File: config.mk
export PLATFORM = sky130hd
export DESIGN_NAME = shift_rows_pipe
export DESIGN_NICKNAME = d
export VERILOG_FILES = /design/src/rtl/aes_pkg.sv /design/src/rtl/shift_rows_perm.sv /design/src/rtl/shift_rows_pipe.sv
export SDC_FILE = /design/constraint.sdc
export NUM_CORES = 1
export LEC_CHECK = 0
export CORE_MARGIN = 2
export CORE_UTILIZATION = 30
export DETAILED_ROUTE_END_ITERATION = 8
export PLACE_DENSITY = 0.57
export SYNTH_ARGS = -nofsm -noshare
export SYNTH_HDL_FRONTEND = slang
export SYNTH_HIERARCHICAL = 1
export SYNTH_SLANG_ARGS = --single-unit
File: constraint.sdc
create_clock -name clk -period 2.17 [get_ports clk]
set_input_delay 0.5425 -clock clk [delete_from_list [all_inputs] [get_ports clk]]
set_output_delay 0.5425 -clock clk [all_outputs]
set_load 0.005 [all_outputs]
File: src/rtl/aes_pkg.sv
// aes_pkg: shared types and helpers for the AES round datapath.
// Mode encodings, ShiftRows row offsets and state byte indexing.
package aes_pkg;

  typedef enum logic [1:0] {
    MODE_FWD = 2'b00,
    MODE_INV = 2'b01,
    MODE_BYP = 2'b10,
    MODE_RSV = 2'b11
  } mode_e;

  // Rijndael shift amount for a row; wide
  // states skip offset 2 on the lower rows.
  function automatic int shift_offset(
    input int nb,
    input int row
  );
    int s;
    s = row;
    if (nb == 8 && row >= 2) s = row + 1;
    return s;
  endfunction

  // Bit position of the lsb of byte k, with
  // byte 0 in the most significant lane.
  function automatic int byte_lsb(
    input int nb,
    input int k
  );
    return 32 * nb - 8 * (k + 1);
  endfunction

endpackage

File: src/rtl/shift_rows_perm.sv
// shift_rows_perm: combinational ShiftRows / InvShiftRows / bypass.
// Ports: mode (2b), din / dout (32*NB-bit column-major state).
module shift_rows_perm
  import aes_pkg::*;
#(
  parameter int NB = 4
) (
  input  logic [1:0]       mode,
  input  logic [32*NB-1:0] din,
  output logic [32*NB-1:0] dout
);

  logic [32*NB-1:0] fwd;
  logic [32*NB-1:0] inv;

  for (genvar c = 0; c < NB; c++) begin : g_col
    for (genvar r = 0; r < 4; r++) begin : g_row
      localparam int S  = shift_offset(NB, r);
      localparam int LO = byte_lsb(NB, 4 * c + r);
      localparam int LF = byte_lsb(NB, 4 * ((c + S) % NB) + r);
      localparam int LI = byte_lsb(NB, 4 * ((c + NB - S) % NB) + r);
      assign fwd[LO +: 8] = din[LF +: 8];
      assign inv[LO +: 8] = din[LI +: 8];
    end
  end

  // Bypass and reserved both pass the state through.
  always_comb begin
    dout = din;
    unique case (1'b1)
      mode == MODE_FWD: dout = fwd;
      mode == MODE_INV: dout = inv;
      default:          dout = din;
    endcase
  end

endmodule

File: src/rtl/shift_rows_pipe.sv
// shift_rows_pipe: elastic valid/ready ShiftRows pipeline, DEPTH stages.
// Ports: in_* beat (mode/tag/data), out_* beat (tag/data/err), occupancy.
module shift_rows_pipe
  import aes_pkg::*;
#(
  parameter int NB    = 4,
  parameter int DEPTH = 1,
  parameter int TAG_W = 4
) (
  input  logic                       clk,
  input  logic                       rst_n,
  input  logic                       in_valid,
  output logic                       in_ready,
  input  logic [1:0]                 in_mode,
  input  logic [TAG_W-1:0]           in_tag,
  input  logic [32*NB-1:0]           in_data,
  output logic                       out_valid,
  input  logic                       out_ready,
  output logic [TAG_W-1:0]           out_tag,
  output logic [32*NB-1:0]           out_data,
  output logic                       out_err,
  output logic [$clog2(DEPTH+1)-1:0] occupancy
);

  localparam int DW = 32 * NB;
  localparam int OW = $clog2(DEPTH + 1);

  if (!(NB == 4 || NB == 6 || NB == 8)) begin : g_bad_nb
    $error("shift_rows_pipe: NB must be 4, 6 or 8");
  end
  if (DEPTH < 1 || DEPTH > 4) begin : g_bad_depth
    $error("shift_rows_pipe: DEPTH must be 1..4");
  end

  logic [DW-1:0]    perm_data;
  logic [DEPTH-1:0] ld;
  logic [DEPTH-1:0] stg_valid;
  logic [DEPTH-1:0] stg_err;
  logic [TAG_W-1:0] stg_tag  [DEPTH];
  logic [DW-1:0]    stg_data [DEPTH];
  logic [OW-1:0]    occ_q;
  logic [OW-1:0]    occ_d;
  logic             in_xfer;
  logic             out_xfer;

  shift_rows_perm #(
    .NB(NB)
  ) u_perm (
    .mode (in_mode),
    .din  (in_data),
    .dout (perm_data)
  );

  // A stage loads if it, or any stage after it,
  // has a hole, or the output drains this cycle.
  always_comb begin : ready_chain
    logic acc;
    acc = out_ready;
    for (int i = DEPTH - 1; i >= 0; i--) begin
      acc   = acc | ~stg_valid[i];
      ld[i] = acc;
    end
  end

  for (genvar i = 0; i < DEPTH; i++) begin : g_stage
    logic             up_valid;
    logic             up_err;
    logic [TAG_W-1:0] up_tag;
    logic [DW-1:0]    up_data;
    logic             valid_q, valid_d;
    logic             err_q, err_d;
    logic [TAG_W-1:0] tag_q, tag_d;
    logic [DW-1:0]    data_q, data_d;

    if (i == 0) begin : g_head
      assign up_valid = in_valid;
      assign up_err   = (in_mode == MODE_RSV);
      assign up_tag   = in_tag;
      assign up_data  = perm_data;
    end else begin : g_body
      assign up_valid = stg_valid[i-1];
      assign up_err   = stg_err[i-1];
      assign up_tag   = stg_tag[i-1];
      assign up_data  = stg_data[i-1];
    end

    // Payload only moves with a real beat so a
    // bubble never disturbs held data.
    always_comb begin
      valid_d = valid_q;
      err_d   = err_q;
      tag_d   = tag_q;
      data_d  = data_q;
      if (ld[i]) begin
        valid_d = up_valid;
        if (up_valid) begin
          err_d  = up_err;
          tag_d  = up_tag;
          data_d = up_data;
        end
      end
    end

    always_ff @(posedge clk or negedge rst_n) begin
      if (!rst_n) begin
        valid_q <= 1'b0;
        err_q   <= 1'b0;
        tag_q   <= '0;
        data_q  <= '0;
      end else begin
        valid_q <= valid_d;
        err_q   <= err_d;
        tag_q   <= tag_d;
        data_q  <= data_d;
      end
    end

    assign stg_valid[i] = valid_q;
    assign stg_err[i]   = err_q;
    assign stg_tag[i]   = tag_q;
    assign stg_data[i]  = data_q;
  end

  assign in_ready  = ld[0];
  assign in_xfer   = in_valid & ld[0];
  assign out_valid = stg_valid[DEPTH-1];
  assign out_err   = stg_err[DEPTH-1];
  assign out_tag   = stg_tag[DEPTH-1];
  assign out_data  = stg_data[DEPTH-1];
  assign out_xfer  = out_valid & out_ready;

  always_comb begin
    occ_d = occ_q;
    unique case (1'b1)
      in_xfer && !out_xfer: occ_d = occ_q + OW'(1);
      out_xfer && !in_xfer: occ_d = occ_q - OW'(1);
      default:              occ_d = occ_q;
    endcase
  end

  always_ff @(posedge clk or negedge rst_n) begin
    if (!rst_n) occ_q <= '0;
    else        occ_q <= occ_d;
  end

  assign occupancy = occ_q;

endmodule

==> results of run 1 <==
-- cells in the mapped netlist (all sizes together) --
library cell | number | area share
dfrtp | 135 | 0.46
xor2 | 1 | 0.0012
nand2b | 1 | 0.0019
mux2i | 64 | 0.087
o21ai | 65 | 0.045
a21bo | 1 | 0.0014
nand2 | 66 | 0.034
nand4 | 1 | 0.00085
nand3b | 1 | 0.0010
mux2 | 164 | 0.29
clkbuf | 1 | 0.00051
inv | 1 | 0.00051
buf | 70 | 0.079
-- state kept, by name, indices dropped and copies added, names as in the netlist --
| name | cells |
|---|---|
| out_err | 1 |
| out_valid | 1 |
| occupancy | 1 |
| out_data | 128 |
| out_tag | 4 |
-- final timing paths --
check	from	endpoint	cells past startpoint
setup reg to reg	out_valid	out_data[41]	5
hold reg to reg	occupancy	occupancy	1
min in group clk	occupancy	occupancy	1
hold / removal	rst_n	out_data[37]	1
setup / recovery	out_valid	out_valid	1
max in group asynchronous	rst_n	out_data[21]	2
-- kinds of logic (layout without fill, tap and decap cells) --
logic type      Yosys count  after routing  share of synthesized area
simple gates             69             69                     0.0379
mux                     228            228                      0.374
flops                   135            135                      0.461
compound gates           66             66                     0.0462
xor+xnor                  1              1                    0.00119
buf+inv                  72            331                     0.0797
-- final cells by class --
class | count | area [sq um] | area share
multi-input combinational | 364 | 3390 | 0.313
inverter | 1 | 3.75 | 0.000347
clock buffer | 19 | 443 | 0.0410
tap | 324 | 405 | 0.0375
timing repair buffer | 299 | 3060 | 0.283
sequential | 135 | 3380 | 0.313
clock inverter | 12 | 129 | 0.0119
-- power breakdown --
part           leakage (nW)  switching [mW]  internal [mW]
clock network         0.275            1.12           1.71
logic                  2.87           0.754           1.61
registers              1.60           0.235           2.95
-- per-layer routing --
layer / wire length (um) / GRT usage / part of all wire
met1: 8130 / 0.185 / 0.42
met2: 9850 / 0.266 / 0.51
met3: 752 / 0.0343 / 0.039
met4: 492 / 0.0602 / 0.026
met5: 0 / 0 / 0
-- stage by stage --
stage          utilization  instances  TNS, ns  total power, mW  cell area (sq um)
2_1_floorplan            -        571        0             4.21               7330
3_3_place_gp         0.423       1123   -0.564             5.62              10200
3_5_place_dp         0.423       1123    -1.63             5.63              10200
4_1_cts              0.447       1154        0             8.54              10800
5_1_grt              0.447       1154        0             8.84              10800
6_report             0.447       1154        0             8.39              10800
-- repair_timing --
item | CTS | global route
gates resized for setup | 1 | 0
endpoints found under the setup margin | 1 | 0
endpoints found under the hold margin | 0 | 0
==> impl_metrics.csv, run 1 <==
group,metric,value,unit
clock_tree,insertion_delay,0.41,ns
floorplan,row_count,57,
worst_setup_path,cp_top_family,"buffers and inverters",
worst_setup_path,cp-start-kind,"flop",
routing,via_per_inst,4.43,
floorplan,die_y,160,um
sta,finalHoldViolations,0,
finish,final_nets,956,
routing,drc,0,
global_route,overflow,0,
clock_tree,htreeDepth,4,
clock_tree,cts-root-buf,"clkbuf_16",
sta,slew_headroom,0.620,
routing,dr.pass1.iters,5,
worst_setup_path,worstPathCellList,"clkdlybuf4s50_1",
clock_tree,holdBufCountCts,0,
pwr,peakVddDrop,453,uV
sta,rsz0062_at_grt,"false",
place,dp_hpwl,14300,um
clock_tree,tritoncts,"built",
finish,antennaDiodeCount,0,
synth,synth_cells,571,
worst_setup_path,r2r_slack,0.57,ns
synth,yosysSeqAreaShare,0.461,
sta,finClkSkew,0.0164,ns
clock_tree,clockBufferDepth,2,
routing,wl,19200,um
global_route,grt_max_degree,60,
synth,syn_area_per_cell,12.8,sq um
clock_tree,numCtsBuffers,17,
place,port_buffers,273,
worst_setup_path,slowest_stage,"clkdlybuf4s50_1",
finish,fill_cells,2245,
global_route,grt_first_pass_wirelength,30800,um
floorplan,die_area,0.0257,sq mm
synth,ys_types,20,
pwr,power.leakage,4.75,nW
worst_setup_path,cp_max_fo,4,
hold_path,hold_class,"in2async",
worst_setup_path,cp_slowest_stage_delay,0.53,ns
clock_tree,cts_setup_buffers,0,
floorplan,fp.dieW,160,um
synth,netlist_area,0.00733,sq mm
worst_setup_path,critPathKind,"reg2out",
finish,final_cell_mix,"clkdlybuf4s50_1 (269), dfrtp_1 (135), mux2_2 (95), mux2_4 (69), nand2_1 (65)",
synth,synth.net_count,709,
routing,num_vias,5117,
worst_setup_path,critPathRequiredTime,1.63,ns
place,place_congestion,0.766,
routing,routedWlPerCell,16.7,um
routing,first_iter_violations,245,
place,pre_cts_slack,-0.0614,ns
global_route,antenna_found_initial,0,
routing,postRouteAntennaNets,0,
sta,worst_slack,0.253,ns
global_route,grt_pass1_vias,5416,
floorplan,start_util,0.303,
finish,layout_commonest_cell,"clkdlybuf4s50_1",
floorplan,core,0.0242,sq mm
clock_tree,clk_pin_slew_worst_paths,0.07,ns
worst_setup_path,cp.arrival,1.37,ns
sta,fmax,0.522,GHz
synth,synth_seq_cells,135,
sta,min_period,1.92,ns
status,status,"finished, final reports clean",
floorplan,ioPinCount,274,
finish,area_delta_synth_final,47.3,%
global_route,grt_util_all_layers,0.153,
flow_run,cap_violations,0,
finish,layout-drive-gt1-share,0.273,
worst_setup_path,end_kind,"primary output",
sta,tightest_slew,0.570,ns
worst_setup_path,critPathBufInv,1,
sta,whs,0.0752,ns
pwr,power.density,776,mW/mm^2
clock_tree,cts_sinks,135,
sta,final-max-slew-violation-count,0,
synth,synth_warnings,6,
sta,fin_crit_sh,0.883,
sta,finalSetupViolations,0,
No activity file was read; power rests on OpenSTA's default activity.
==> inputs of run 2 (changes only) <==
PLACE_DENSITY = 0.61   (was 0.57)
==> impl_metrics.csv, run 2 (same netlist as run 1, synthesis figures left out) <==
group,metric,value,unit
place,place_congestion,0.747,
routing,drc,0,
finish,multiInputGateArea,0.00339,sq mm
finish,antennaDiodeCount,0,
clock_tree,cts_sinks,135,
sta,fin_crit_sh,0.886,
finish,design_area,0.0109,sq mm
finish,layout-drive-gt1-share,0.277,
status,status,"finished, final reports clean",
global_route,grt_max_degree,70,
worst_setup_path,critPathRequiredTime,1.63,ns
worst_setup_path,end_kind,"primary output",
global_route,overflow,0,
worst_setup_path,critPathKind,"reg2out",
pwr,peakVddDrop,433,uV
routing,postRouteAntennaNets,0,
finish,largest_register_ffs,128,
worst_setup_path,rr_endpoint,"out_data[126]",
worst_setup_path,slowest_stage,"clkdlybuf4s50_1",
place,placed_area,0.0103,sq mm
clock_tree,clockBufferDepth,2,
sta,finClkSkew,0.00845,ns
worst_setup_path,cp-endpoint,"out_valid",
hold_path,hold_class,"reg2reg",
clock_tree,insertion_delay,0.42,ns
place,dp_hpwl,14000,um
sta,whs,0.476,ns
sta,final-max-slew-violation-count,0,
worst_setup_path,r2r_slack,0.64,ns
global_route,grt_util_met2,0.248,
sta,fmax,0.520,GHz
routing,dr.pass1.iters,4,
global_route,grtUsageMet3,0.0442,
floorplan,core,0.0242,sq mm
floorplan,row_count,57,
floorplan,start_util,0.303,
floorplan,fp.dieW,160,um
worst_setup_path,worstPathCellList,"clkdlybuf4s50_1",
worst_setup_path,cp_top_family,"buffers and inverters",
finish,layout_commonest_cell,"clkdlybuf4s50_1",
floorplan,die_y,160,um
global_route,grt_first_pass_wirelength,30000,um
global_route,grt_util_all_layers,0.149,
clock_tree,numCtsBuffers,17,
clock_tree,clk_pin_slew_worst_paths,0.06,ns
sta,slew_headroom,0.706,
sta,min_period,1.92,ns
routing,wl,19000,um
pwr,power.leakage,4.82,nW
global_route,antenna_found_initial,0,
routing,first_iter_violations,143,
routing,via_per_inst,4.44,
finish,register_area,0.00338,sq mm
sta,tightest_slew,0.441,ns
worst_setup_path,cp_slowest_stage_delay,0.53,ns
worst_setup_path,reg2reg_depth,5,
finish,fill_cells,2250,
global_route,grtUsageMet1,0.185,
routing,num_vias,5151,
clock_tree,htreeDepth,4,
worst_setup_path,cp.depth,1,
finish,final_nets,962,
floorplan,ioPinCount,274,
sta,finalSetupViolations,0,
sta,rsz0062_at_grt,"false",
finish,area_delta_synth_final,49.2,%
pwr,power.density,806,mW/mm^2
sta,finalHoldViolations,0,
floorplan,die_area,0.0257,sq mm
global_route,grt_pass1_vias,5468,
pwr,power.total,8.83,mW
global_route,top_usage_layer,"met2",
place,port_buffers,273,
worst_setup_path,startpoint,"out_valid",
clock_tree,cts-root-buf,"clkbuf_16",
worst_setup_path,cp_max_fo,4,
worst_setup_path,r2r_start,"out_valid",
finish,final_core_util,0.453,
worst_setup_path,critPathBufInv,1,
worst_setup_path,cp-start-kind,"flop",
finish,final_cell_mix,"clkdlybuf4s50_1 (269), dfrtp_1 (135), mux2_2 (95), mux2_4 (69), nand2_1 (65)",
routing,routedWlPerCell,16.4,um
clock_tree,tritoncts,"built",
worst_setup_path,cp.arrival,1.38,ns
flow_run,cap_violations,0,
run 2: routing by layer:
| metal | routed length (um) | up-vias |
|---|---|---|
| met5 | 0 | - |
| met4 | 378 | 0 |
| met3 | 1090 | 23 |
| met2 | 9240 | 149 |
| met1 | 8290 | 2504 |
| li1 | - | 2475 |
run 2: timing repair:
| item | 4_1_cts | 5_1_grt |
|---|---|---|
| endpoints found under the setup margin | 1 | 0 |
| gates resized for setup | 1 | 0 |
| hold endpoints to repair | 20 | 0 |
| buffers inserted | 0 | 0 |
| hold buffers | 1 | 0 |
run 2: worst min path at each step:
stage / from / end / slack, ns / cells past startpoint
finish: occupancy / occupancy / 0.48 / 1
global route: occupancy / occupancy / 0.51 / 1
CTS: occupancy / occupancy / 0.48 / 1
detailed placement: rst_n / out_data[14] / 0.45 / 1
global placement: rst_n / out_data[14] / 0.45 / 1
floorplan: rst_n / occupancy / 0.25 / 0
run 2: where the power goes:
part / internal (mW) / switching (mW) / total [mW]
sequential: 2.95 / 0.236 / 3.18
combinational: 1.62 / 0.767 / 2.39
clock: 2.06 / 1.20 / 3.26
run 2: layout make-up:
class | count | area share
clock buffer | 19 | 0.0396
sequential | 135 | 0.309
multi-input combinational | 364 | 0.309
inverter | 1 | 0.000343
clock inverter | 13 | 0.0199
tap | 324 | 0.0370
timing repair buffer | 305 | 0.285
run 2: stage by stage:
step | TNS [ns] | worst slack (ns) | cells
3_5_place_dp | -0.0156 | -0.00529 | 1128
4_1_cts | 0 | 0.213 | 1161
6_report | 0 | 0.247 | 1161
2_1_floorplan | 0 | 0.633 | 571
3_3_place_gp | -0.0101 | -0.0101 | 1128
5_1_grt | 0 | 0.186 | 1161
